===== src/rtl/imem_loader_ctrl_pkg.sv =====
// imem_loader_ctrl shared types and defaults.
// Holds the controller state encoding plus the DEPTH and NOP defaults.
package imem_loader_ctrl_pkg;

  typedef enum logic {
    LOAD = 1'b0,
    RUN  = 1'b1
  } state_t;

  localparam int          DEPTH_DEF = 64;
  localparam logic [31:0] NOP_DEF   = 32'hE1A00000;

endpackage


===== src/rtl/imem_ram.sv =====
// imem_ram: DEPTH x 32 instruction storage.
// One synchronous write port, one asynchronous read port, no reset.
module imem_ram #(
  parameter int DEPTH = 64,
  parameter int AW    = $clog2(DEPTH)
) (
  input  logic          clk,
  input  logic          we,
  input  logic [AW-1:0] waddr,
  input  logic [31:0]   wdata,
  input  logic [AW-1:0] raddr,
  output logic [31:0]   rdata
);

  logic [31:0] mem [DEPTH];

  // write the loader word on the accepting edge
  always_ff @(posedge clk) begin
    if (we) mem[waddr] <= wdata;
  end

  assign rdata = mem[raddr];

endmodule


===== src/rtl/imem_loader_ctrl.sv =====
// imem_loader_ctrl: sequences instruction memory between loader and fetch.
// Optional XOR load checksum enabled by defining IMEM_CKSUM_EN.
module imem_loader_ctrl
  import imem_loader_ctrl_pkg::*;
#(
  parameter int          DEPTH = DEPTH_DEF,
  parameter int          AW    = $clog2(DEPTH),
  parameter logic [31:0] NOP   = NOP_DEF
) (
  input  logic          clk,
  input  logic          reset,
  input  logic [31:0]   a,
  output logic [31:0]   rd,
  output logic          cpu_stall,
  input  logic          ld_start,
  input  logic          ld_valid,
  output logic          ld_ready,
  input  logic [31:0]   ld_data,
  input  logic          ld_last,
  output logic          load_done,
  output logic [AW:0]   wcount,
  output logic          fetch_fault,
  output logic [31:0]   cksum
);

  state_t        state_q;
  state_t        state_d;
  logic [AW-1:0] waddr_q;
  logic [AW:0]   wcount_q;
  logic          fault_q;
  logic [31:0]   ram_rd;
  logic          acc;
  logic          in_rng;
  logic          last_w;
  logic          unused;

  assign unused = ^a[1:0];
  assign in_rng = a[31:2] < 30'(DEPTH);
  assign acc    = ld_valid & (state_q == LOAD) & ~ld_start;
  assign last_w = ld_last | (waddr_q == AW'(DEPTH - 1));

  imem_ram #(
    .DEPTH (DEPTH),
    .AW    (AW)
  ) u_ram (
    .clk   (clk),
    .we    (acc),
    .waddr (waddr_q),
    .wdata (ld_data),
    .raddr (a[AW+1:2]),
    .rdata (ram_rd)
  );

  // state register
  always_ff @(posedge clk or negedge reset) begin
    if (!reset) state_q <= LOAD;
    else        state_q <= state_d;
  end

  // next state and mode-dependent outputs
  always_comb begin
    state_d   = state_q;
    cpu_stall = 1'b1;
    ld_ready  = 1'b0;
    load_done = 1'b0;
    rd        = NOP;
    unique case (state_q)
      LOAD: begin
        ld_ready = 1'b1;
        if (acc && last_w) state_d = RUN;
      end
      RUN: begin
        cpu_stall = 1'b0;
        load_done = 1'b1;
        if (in_rng) rd = ram_rd;
      end
      default: state_d = LOAD;
    endcase
    if (ld_start) state_d = LOAD;
  end

  // write pointer, saturating word count and sticky fault flag
  always_ff @(posedge clk or negedge reset) begin
    if (!reset) begin
      waddr_q  <= '0;
      wcount_q <= '0;
      fault_q  <= 1'b0;
    end else if (ld_start) begin
      waddr_q  <= '0;
      wcount_q <= '0;
      fault_q  <= 1'b0;
    end else begin
      if (acc) begin
        waddr_q <= waddr_q + 1'b1;
        if (wcount_q != (AW+1)'(DEPTH))
          wcount_q <= wcount_q + 1'b1;
      end
      if (state_q == RUN && !in_rng)
        fault_q <= 1'b1;
    end
  end

  assign wcount      = wcount_q;
  assign fetch_fault = fault_q;

`ifdef IMEM_CKSUM_EN
  logic [31:0] cksum_q;

  // XOR every accepted word into the checksum
  always_ff @(posedge clk or negedge reset) begin
    if (!reset)        cksum_q <= '0;
    else if (ld_start) cksum_q <= '0;
    else if (acc)      cksum_q <= cksum_q ^ ld_data;
  end

  assign cksum = cksum_q;
`else
  assign cksum = '0;
`endif

endmodule


===== config.mk =====
export PLATFORM = sky130hd
export DESIGN_NAME = imem_loader_ctrl
export DESIGN_NICKNAME = d
export VERILOG_FILES = /design/src/rtl/imem_loader_ctrl_pkg.sv /design/src/rtl/imem_ram.sv /design/src/rtl/imem_loader_ctrl.sv
export SDC_FILE = /design/constraint.sdc
export NUM_CORES = 2
export LEC_CHECK = 0
export ABC_AREA = 0
export CORE_MARGIN = 2
export CORE_UTILIZATION = 45
export DETAILED_ROUTE_END_ITERATION = 10
export MAX_ROUTING_LAYER = met4
export PLACE_DENSITY = 0.59
export SYNTH_ARGS = -nofsm -noshare
export SYNTH_HDL_FRONTEND = slang
export SYNTH_SLANG_ARGS = --single-unit

===== constraint.sdc =====
create_clock -name clk -period 8.05 [get_ports clk]
set_input_delay 1.61 -clock clk [delete_from_list [all_inputs] [get_ports clk]]
set_output_delay 1.61 -clock clk [all_outputs]
set_load 0.02 [all_outputs]

# Yosys cells after proc, flatten, opt, wreduce, memory -nomap -nowiden
# Memory sizes are Yosys's and may differ from the RTL's.
# Cells that the tools add are included.
[word_totals]
word_cells = 38
inputBits = 69
mem_count = 1
output_inout_bits = 75
ramBits = 2048
ff_bits = 15
[memory_table]
columns = ["name", "words", "word_bits", "rd", "rd_clocked_by_memory_dff", "write_ports", "line_no", "source"]
rows = [
  ["u_ram.mem", 64, 32, 1, 0, 1, "imem_ram.sv:15", "logic [31:0] mem [DEPTH];"],
]
[classes]
reduce_logical = 7
order_cmp = 1
n_eq_ne = 2
add_sub_neg = 2
bitwise_logic = 5
n_mux = 16
[ops]
columns = ["operator", "n"]
rows = [
  ["$mux W32", 2],
  ["$lt A30 B7 Y1 const B", 1],
  ["$mux W7", 3],
  ["$mux W6", 2],
  ["$mux W1", 9],
  ["$add A7 B1 Y7 const B", 1],
  ["$ne A7 B7 Y1 const B", 1],
  ["$add A6 B1 Y6 const B", 1],
  ["$eq A6 B6 Y1 const B", 1],
  ["$reduce_bool A2 Y1", 3],
  ["$and A1 B1 Y1", 2],
  ["$logic_and A1 B1 Y1", 2],
  ["$not A1 Y1", 2],
  ["$reduce_and A2 Y1", 1],
  ["$logic_not A1 Y1", 1],
  ["$or A1 B1 Y1", 1],
]

# Logic depth before layout (Yosys ltp)
[depth]
depth_word = 7
depth_mapped = 11
ltp_nobuf = 6

# Modules after synthesis
# A second synthesis with hierarchy kept.
[unflattened]
cells_unflattened = 3456
area_unflattened_um2 = 79278.5
[by_module_without_submodules]
columns = ["module", "cells_each", "seq_area_each_um2", "area_per_inst_um2", "instances"]
rows = [
  ["imem_ram", 3292, 61499.0, 77874.7, 1],
  ["imem_loader_ctrl", 164, 375.4, 1403.8, 1],
]

# Least setup slack after synthesis
# OpenSTA, ideal clock, no wires.
[synth_path]
path_kind = "input port to output port"
from = "input port a[3]"
to = "output port rd[13]"
cell_stages = 7
n_path_buf = 3
arrival_time_ns = 3.854
t_required_ns = 6.440
path_slack_ns = 2.586
path_cell_list = "buf_2 > buf_2 > buf_2 > nor2b_1 > a22oi_1 > and3_1 > a2111oi_0"
[synth_between]
elab_chain_len = 3
word_cells_on_any_way = 4
cone_classes = "order compare: 1; mux: 2; memory: 1"
[synth_rtl]
columns = ["item", "line_no", "source"]
rows = [
  ["start: declaration", "imem_loader_ctrl.sv:12", "input logic [31:0] a,"],
  ["$lt A30 B7 Y1 or $mem_v2 Z64 W32 (tied branches)", "--", ""],
  ["$mux W32 *", "imem_loader_ctrl.sv:75", "if (in_rng) rd = ram_rd;"],
  ["$mux W32 *", "imem_loader_ctrl.sv:67", "unique case (state_q)"],
  ["end: declaration", "imem_loader_ctrl.sv:13", "output logic [31:0] rd,"],
]
# Mark *: on every way between the ends. The rest lies on a longest branch, timed or not.

# Final worst setup path
[layout_path]
from = "input port a[4]"
to = "output port rd[14]"
# Same word-level chain as after synthesis.

==> impl_metrics.csv <==
group,metric,value,unit
run_status,status,"finished, final reports clean",
timing,finalSetupTns,0,ns
critical_path,r2r-start,"state_q",
timing,setup_viol,0,
die,io_pins,144,
timing,rsz0062_at_grt,"false",
routing,num_vias,38900,
clocking,clk_latency,0.85,ns
cells_and_area,seq_area,0.0619,mm²
synth,synth_edf_count,2048,
critical_path,r2r_cells,5,
critical_path,critical_path_depth,8,
timing,fin_worst_skew,0.0266,ns
min_path,hold_class,"register to register",
routing,wire_per_inst,35.4,µm
synth,synthCells,3522,
global_routing,grt_overflow,0,
clocking,cts_setup_buffers,0,
pwr,cellLeakagePower,0.0283,µW
die,start_util,0.453,
timing,maxSlewViolCount,0,
min_path,hp-start,"fetch_fault",
die,core_area,0.176,mm²
clocking,holdBufCountCts,0,
critical_path,cp_top_family,"buffers and inverters",
synth,yosysTopAreaCell,"edfxtp_1",
timing,worst_slack,1.13,ns
synth,synth.area.top_cells,"edfxtp_1 77%, mux4_2 15%, mux2i_1 1.6%, buf_4 0.60%, a22oi_1 0.52%",
placed_design,gp_congestion,0.824,
clocking,clkSlewWorstSetupHoldPaths,0.06,ns
routing,wl,224000,µm
clocking,cts_tree,"yes",
critical_path,critical_path.startpoint,"a[4]",
cells_and_area,final_nets,3882,
synth,ys_ff_latch,2063,
routing,vias_per_cell,6.16,
global_routing,grt_pass1_vias,38500,
timing,slew_headroom,0.102,
pwr,power_density,243,mW/mm²
cells_and_area,drive_gt1_frac,0.272,
timing,fin_hold_ws,0.517,ns
critical_path,r2r-end,"u_ram.mem[13][28]",
timing,max_slew.worst_pin.slew,1.34,ns
routing,first_pass_iters,5,
cells_and_area,n_fill_cell,13800,
global_routing,grt_first_pass_wirelength,309000,µm
placed_design,place_hpwl,128000,µm
clocking,cts_buffers,204,
die,die_h,425,µm
clocking,cts.sinks,2063,
pwr,ir_drop,0.000245,V
cells_and_area,mostFrequentLayoutCell,"edfxtp_1",
clocking,htreeDepth,4,
routing,drtAntennaViolNets,0,
critical_path,startpoint_type,"primary input",
critical_path,critPathSlowestCell,"clkdlybuf4s50_1",
synth,ys_seq_area_frac,0.776,
timing,max_freq,145,MHz
critical_path,crit_type,"primary input to primary output",
synth,synth_cell_type_count,66,
clocking,clk_path_buf_depth,3,
die,dieArea,0.181,mm²
placed_design,port_buffers,109,
critical_path,path_max_fanout,55,
cells_and_area,multi_input_area,0.0170,mm²
routing,drc,0,
clocking,root_buffer,"clkbuf_16",
die,rows,154,
critical_path,worst-endpoint-arrival,5.31,ns
synth,synthFlopType,"edfxtp_1",
cells_and_area,fin_cells,6324,
synth,syn_area,0.0798,mm²
min_path,hold_depth,2,
global_routing,grt_start_max_net_pins,70,
die,die-width,425,µm
synth,netlist.area_leader.share,0.771,
placed_design,placed_cells,5944,
synth,synthArstFlopShare,0.00727,
critical_path,cpPeakStageDelay,0.74,ns
critical_path,path_cells,"buf_8, buf_4, mux4_2, o22ai_1, o21ai_0, o311ai_0, a31oi_1, clkdlybuf4s50_1",
routing,drt_iter0_markers,5300,
global_routing,grtUsageTotal,0.256,
critical_path,r2r_slack,4.25,ns
cells_and_area,final_cell_mix,"2,048 x edfxtp_1, 517 x mux4_2, 207 x clkbuf_16",
timing,period_share,0.859,
synth,synth_warnings,0,
min_path,holdPathEnd,"fetch_fault",
job,cap_violations,0,
timing,fin_crit,6.92,ns
critical_path,crit_buf_inv,3,
synth,avgSynthCellArea,22.6,µm²
cells_and_area,area_growth,13.6,%
global_routing,antenna_found_initial,8,
placed_design,dp_slack,1.11,ns
clocking,ctsResizeCount,0,
timing,hold_violations,0,
critical_path,end_kind,"primary output",
critical_path,crit_required,6.44,ns
## cells by family after synthesis
logic type,count (synthesis),synth area share
compound gates,241,0.0211
xor+xnor,10,0.00110
fa+ha+maj,3,0.000471
buf+inv,232,0.0190
flops,2063,0.776
mux,657,0.164
other cells,1,0.0000470
simple gates,315,0.0184
## final cells by class
class / instances / share of cell area
multi-input combinational: 1258 / 0.187
tap: 2340 / 0.0323
clock inverter: 109 / 0.0108
clock buffer: 268 / 0.0598
inverter: 8 / 0.000359
timing repair buffer: 275 / 0.0265
antenna: 3 / 0.0000828
sequential: 2063 / 0.683
## power by group
group          internal [µW]  switching (µW)  total [µW]
combinational            383             638        1020
clock                   5190            4010        9190
sequential             11800            8.47       11800
## flip-flops by register name, summed over array words and instances (netlist names)
| name | flops |
|---|---|
| u_ram.mem | 2048 |
| waddr_q | 6 |
| state_q | 1 |
| wcount | 7 |
| fetch_fault | 1 |
## cells in the mapped netlist (4+ instances only)
master	instances
buf_4	64
nor4_1	6
nand4_1	12
a221oi_1	21
nor2_1	105
nand2b_1	23
a31oi_1	10
dfrtp_1	15
a21oi_1	46
buf_12	4
mux2i_1	125
buf_8	11
clkbuf_1	52
nand2_1	77
buf_1	11
inv_1	5
o22ai_1	23
xor2_1	8
nand3_1	30
and2_1	6
buf_6	18
nor3_1	19
nor2b_1	16
buf_2	64
and3_1	6
a22oi_1	55
a32oi_1	4
a211o_1	4
mux2_2	13
a22o_1	7
a221o_1	6
mux4_2	517
edfxtp_1	2048
o2111ai_1	4
o21ai_0	24
## worst min-delay path, cell delays in order (launching register included)
cell and delay, ns:
dfrtp_1 0.35, nor2_1 0.05, nor2_1 0.07
## per-layer routing
layer / part of all wire / GRT usage
met1: 0.40 / 0.351
met2: 0.49 / 0.401
met3: 0.082 / 0.0429
met4: 0.028 / 0.0684
met5: 0 / -
## worst max-delay path by stage
stage / endpoint / slack, ns
floorplan: rd[13] / 2.59
global placement: rd[14] / 1.12
detailed placement: rd[14] / 1.11
CTS: rd[14] / 1.11
global route: rd[14] / 1.03
finish: rd[14] / 1.13
## through the flow
stage / area (µm²) / util / power [µW]
after CTS: 90600 / 0.515 / 22200
after global routing: 90600 / 0.515 / 22700
after floorplan: 79900 / - / 12700
after detailed placement: 84200 / 0.478 / 13100
final: 90600 / 0.515 / 22100
after global placement: 84200 / 0.478 / 13100
(Power assumes the default switching activity.)
